## src/rtl/activation.sv

```systemverilog
// activation: two-stage valid/ready pipeline applying bypass/relu/leaky/clamp per lane
module activation #(
  parameter int NUM_WIDTH  = 16,
  parameter int LANES      = 4,
  parameter int LEAK_SHIFT = 3
) (
  input  logic                       clk,
  input  logic                       rst,
  input  logic [1:0]                 cfg_mode,
  input  logic [NUM_WIDTH-1:0]       cfg_cap,
  input  logic [LANES*NUM_WIDTH-1:0] up_data,
  input  logic                       up_valid,
  output logic                       up_ready,
  output logic [LANES*NUM_WIDTH-1:0] dn_data,
  output logic                       dn_valid,
  input  logic                       dn_ready
);
  localparam int W = NUM_WIDTH;
  logic [LANES*W-1:0] d1, res;
  logic [1:0] m1;
  logic [W-1:0] c1;
  logic v1, v2, ld1, ld2;
  assign ld2 = !v2 || dn_ready;
  assign ld1 = !v1 || ld2;
  assign up_ready = ld1;
  assign dn_valid = v2;
  function automatic logic [W-1:0] act(input logic signed [W-1:0] x, input logic [1:0] m,
                                       input logic signed [W-1:0] c);
    logic signed [W-1:0] lk;
    lk = x >>> LEAK_SHIFT;
    return m == 2'd0 ? x :
           m == 2'd1 ? (x < 0 ? '0 : x) :
           m == 2'd2 ? (x < 0 ? lk : x) :
           (x < 0 || c < 0) ? '0 : (x > c ? c : x);
  endfunction
  // per-lane result from the stage-1 beat and the config captured with it
  always_comb begin
    res = '0;
    for (int i = 0; i < LANES; i++) res[i*W +: W] = act(d1[i*W +: W], m1, c1);
  end
  // stage 1 captures the beat plus its config; stage 2 captures the result
  always_ff @(posedge clk) begin
    if (rst) begin
      v1 <= 1'b0;
      v2 <= 1'b0;
      d1 <= '0;
      m1 <= '0;
      c1 <= '0;
      dn_data <= '0;
    end else begin
      if (ld1) begin
        v1 <= up_valid;
        d1 <= up_data;
        m1 <= cfg_mode;
        c1 <= cfg_cap;
      end
      if (ld2) begin
        v2 <= v1;
        dn_data <= res;
      end
    end
  end
endmodule
```

## config.mk

```make
export PLATFORM = sky130hd
export DESIGN_NAME = activation
export DESIGN_NICKNAME = d
export VERILOG_FILES = /design/src/rtl/activation.sv
export SDC_FILE = /design/constraint.sdc
export NUM_CORES = 1
export LEC_CHECK = 0
export BUFFER_PORTS_ARGS = -buffer_cell sky130_fd_sc_hd__buf_2
export CAP_MARGIN = 20
export CORE_MARGIN = 5
export CORE_UTILIZATION = 50
export DETAILED_ROUTE_END_ITERATION = 12
export GPL_TIMING_DRIVEN = 0
export HOLD_SLACK_MARGIN = 0.06
export PLACE_DENSITY_LB_ADDON = 0.15
export SETUP_SLACK_MARGIN = 0.2
export SLEW_MARGIN = 10
export SYNTH_ARGS = -nofsm -noshare
export SYNTH_HDL_FRONTEND = slang
export SYNTH_SLANG_ARGS = --single-unit
```

## constraint.sdc

```tcl
create_clock -name clk -period 6.27 [get_ports clk]
set_clock_uncertainty 0.2 [all_clocks]
set_input_delay 0.9405 -clock clk [delete_from_list [all_inputs] [get_ports clk]]
set_output_delay 0.9405 -clock clk [all_outputs]
set_load 0.01 [all_outputs]
```

==> summary.md <==
| Metric | Value |
|---|---|
| Status | completed |
| Distinct cells, synth | 52 |
| Ys Warns | 0 |
| Worst stage delay on the critical path | 0.41 ns |
| Initial DRT Pass Iterations | 6 |
| Syn Area/Cell | between 7 and 8 µm² |
| CP Class | reg2reg |
| PwrDens | 248 nW/µm² |
| Mux cell area share after synthesis | 0.0294 |
| Largest family of logic cells by synthesized area | simple AND/OR/NAND/NOR gates |
| Dpl hpwl | between 20 and 25 mm |
| Antenna violations before repair | 1 |
| Post-CTS resize count | 0 |
| Mapped Cells | roughly 1200 |
| Yosys top cell area share | 0.323 |
| Die W | 146 µm |
| Hold Path Sink | c1[15]$_SDFFE_PP0P_ |
| Die Ht | 146 µm |
| Sw Share | 0.312 |
| RR Endpoint | dn_data[35]$_SDFFE_PP0P_ |
| Cells on worst reg2reg path | 12 |
| Most frequent CP cell | buf_2 |
| CP Cell Sequence | clkbuf_1, inv_1, buf_1, ha_1, and4b_1, nand3_1, a21oi_1, nor4_1, a211oi_1, buf_2, buf_2, o211ai_1 |
| Relative slew slack | 0.300 |
| Synth Area in XOR/XNOR | 0 |
| Die area | 21200 µm² |
| Iter 0 DRT Violations | about 1000 |
| Post-Synth Simple-Gate Area | 0.283 |
| Clock Path Buffers | 2 |
| Ys async rst share | 0 |
| Clk Latency, worst-skew pair | around 0.44 ns |
| Hold Path Class | reg2reg |
| Pwr Total | ~2.7 mW |
| Buf/Inv on CP | 5 |
| Leakage | 4.84 nW |
| DRC | 0 |
| Average wire per standard cell | between 15 and 20 µm |
| Clock slew at reported path FFs | ~0.070 ns |
| Maxcap violations | 0 |
| Layout cells sized above 1 | 0.140 |
| Layout Utilization | 0.601 |
| TritonCTS Buffers | 17 |
| Via density per instance | between 6 and 7 |
| Synth area leader | dfxtp_1 |
| Total clock sinks | roughly 150 |
| Clk pwr share | 0.400 |
| CP top delay family | buffers and inverters |
| Synth Net Count | 1400 |
| Prevailing post-synth register cell | dfxtp_1 |
| Total GRT Usage | 0.303 |
| Final worst slack | ~2.6 ns |
| CP arrival | about 3.8 ns |
| First-pass GRT wire length | ~52 mm |
| Endpoint type of the worst setup path | flop |
| Synthesized flop and latch total | approximately 150 |
| Filler cells | between 1500 and 2000 |
| Critical Path RT | 6.38 ns |
| Post-DRT Antenna Nets | 0 |
| Clock tree root driver cell | clkbuf_16 |
| H-tree depth | 4 |
| Pins Over Slew Limit | 0 |
| Synth area leaders | dfxtp_1 32%, a21oi_1 9.7%, ha_1 9.3% |
| Slowest-stage cell, CP | ha_1 |
| Row cnt | 49 |
| Setup Fix Bufs, Post-CTS | 0 |
| DP Worst Slack | 2.71 ns |
| Post-synthesis compound-gate area fraction | 0.215 |
| Largest net degree at the start of global routing | 17 |
| Crit start category | flop |
| Int Pwr | 1.85 mW |
| Vias in the first global route | 9550 |
| Cts hold-fix bufs | 0 |
| Setup Total Neg Slack | 0 ns |
| Worst-margin pin slew | around 1.1 ns |
| Beginning of the worst hold path | c1[15]$_SDFFE_PP0P_ |
| Final hold viol count | 0 |
| Share of power burned in combinational logic | 0.195 |
| Io pins | between 150 and 200 |
| Most frequent cells in the layout | 218 x nand2_1, 178 x a21oi_1, 157 x buf_2, 148 x dfxtp_1, 134 x nor2_1 |
| Routability cong. | 0.948 |
| RSZ-0062 raised after global routing | false |
| Port Buf Inserts | 150 |
| Nets | between 1500 and 2000 |
| Area delta synth->final | 17.8% |
| Starting density of the core | 0.510 |
| CTS tree | yes |
| Switching power | roughly 840 µW |
| Drt total wl | between 30 and 40 mm |
| Most common cell after layout, fill and taps aside | nand2_1 |
| CP Max Fanout | 10 |
| DR vias | 10100 |
| Antenna cells | 0 |
| Sequential share of power | 0.405 |
| Post-Syn Area | 9190 µm² |
| Setup violators final | 0 |
| Post-synth EDFFs | 0 |
| Period minus WS final | 3.69 ns |
| GRT Residual Overflow | 0 |
| Final period util | 0.588 |
| Sequential share of the synthesized area | 0.323 |
| WHS Path Cells | 2 |
| Start of the worst register-to-register path | d1[47]$_SDFFE_PP0P_ |
| Reg2reg setup slack | 2.58 ns |
| Maximum clock frequency | between 0.2 and 0.3 GHz |
| Adder-Cell Fraction of Synth Area | 0.0926 |
| VDD IR max | 202 µV |
| Core footprint | about 18000 µm² |
[area by class of cell]
| class | count | area, µm² | share of cell area |
|---|---|---|---|
| Multi-Input combinational cell | 970 | 5700 | 0.526 |
| Sequential cell | 148 | 2960 | 0.274 |
| Tap cell | 229 | 287 | 0.0265 |
| Clock inverter | 12 | 154 | 0.0142 |
| Buffer | 96 | 407 | 0.0376 |
| Timing Repair Buffer | 150 | 751 | 0.0694 |
| Inverter | 32 | 120 | 0.0111 |
| Clock buffer | 20 | 447 | 0.0413 |
[per-layer routing]
layer  vias up  part of all wire  GRT usage
met5         -           0.00036          0
met4         2             0.053      0.160
met3       117             0.090     0.0629
met2       541              0.45      0.478
met1      4658              0.41      0.389
li1       4818                 -          -
[cells in the mapped netlist, types with 4 or more instances]
master    count
a21oi_1     178
mux2i_1      27
a211o_1       8
buf_1        10
and3_1        6
buf_2         7
buf_6         4
ha_1         68
nand2_1     218
and4_1        8
nand3_1      73
clkbuf_1     73
nor2b_1       4
nand4b_1     13
nor2_1      134
o31ai_1       4
dfxtp_1     148
a221o_1      24
nor3_1       21
nand4_1      33
a211oi_1      4
a221oi_1     12
o21ai_0      29
a21o_1       18
o211ai_1     29
nor4_1       17
inv_1        32
or3_1        12
[flip-flops by register name, summed over array words and instances (netlist names)]
name      cells
d1           64
c1           16
dn_data      64
v1            1
dn_valid      1
m1            2
[metrics by stage]
stage          std cells  hold WS [ns]  area [µm²]
6_report            1657         0.253       10800
5_1_grt             1657         0.265       10800
4_1_cts             1657         0.252       10800
3_5_place_dp        1625         0.243       10200
3_3_place_gp        1625         0.239       10200
2_1_floorplan       1246         0.232        9190
[logic make-up (layout without fill, tap and decap cells)]
| kind of cell | Yosys count | in the layout |
|---|---|---|
| DFF | 148 | 148 |
| and+or+nand+nor | 555 | 555 |
| adders and majority gates | 68 | 68 |
| AOI/OAI and AO/OA | 320 | 320 |
| muxes | 27 | 27 |
| buffers and inverters | 128 | 310 |
[worst max-delay path by stage]
stage,start,to,slack (ns),cells after the start
finish,d1[47]$_SDFFE_PP0P_,dn_data[35]$_SDFFE_PP0P_,2.58,12
global route,d1[47]$_SDFFE_PP0P_,dn_data[37]$_SDFFE_PP0P_,2.28,13
CTS,d1[47]$_SDFFE_PP0P_,dn_data[35]$_SDFFE_PP0P_,2.66,12
detailed placement,d1[15]$_SDFFE_PP0P_,dn_data[11]$_SDFFE_PP0P_,2.71,13
global placement,d1[47]$_SDFFE_PP0P_,dn_data[43]$_SDFFE_PP0P_,2.73,13
floorplan,d1[15]$_SDFFE_PP0P_,dn_data[10]$_SDFFE_PP0P_,3.13,13
[power by group through the flow]
stage / combinational (mW) / clock [mW] / sequential [mW]
after floorplan: 0.339 / 0 / 1.08
after global placement: 0.502 / 0 / 1.10
after detailed placement: 0.509 / 0 / 1.10
after CTS: 0.514 / 1.08 / 1.08
after global routing: 0.578 / 1.12 / 1.09
final: 0.523 / 1.08 / 1.09
[tightest hold or removal path, cell delays in order, from the launching register on]
cell	delay, ns
dfxtp_1	0.31
nand2_1	0.05
a21oi_1	0.05
Note: power is estimated with default switching activity, not from simulation.
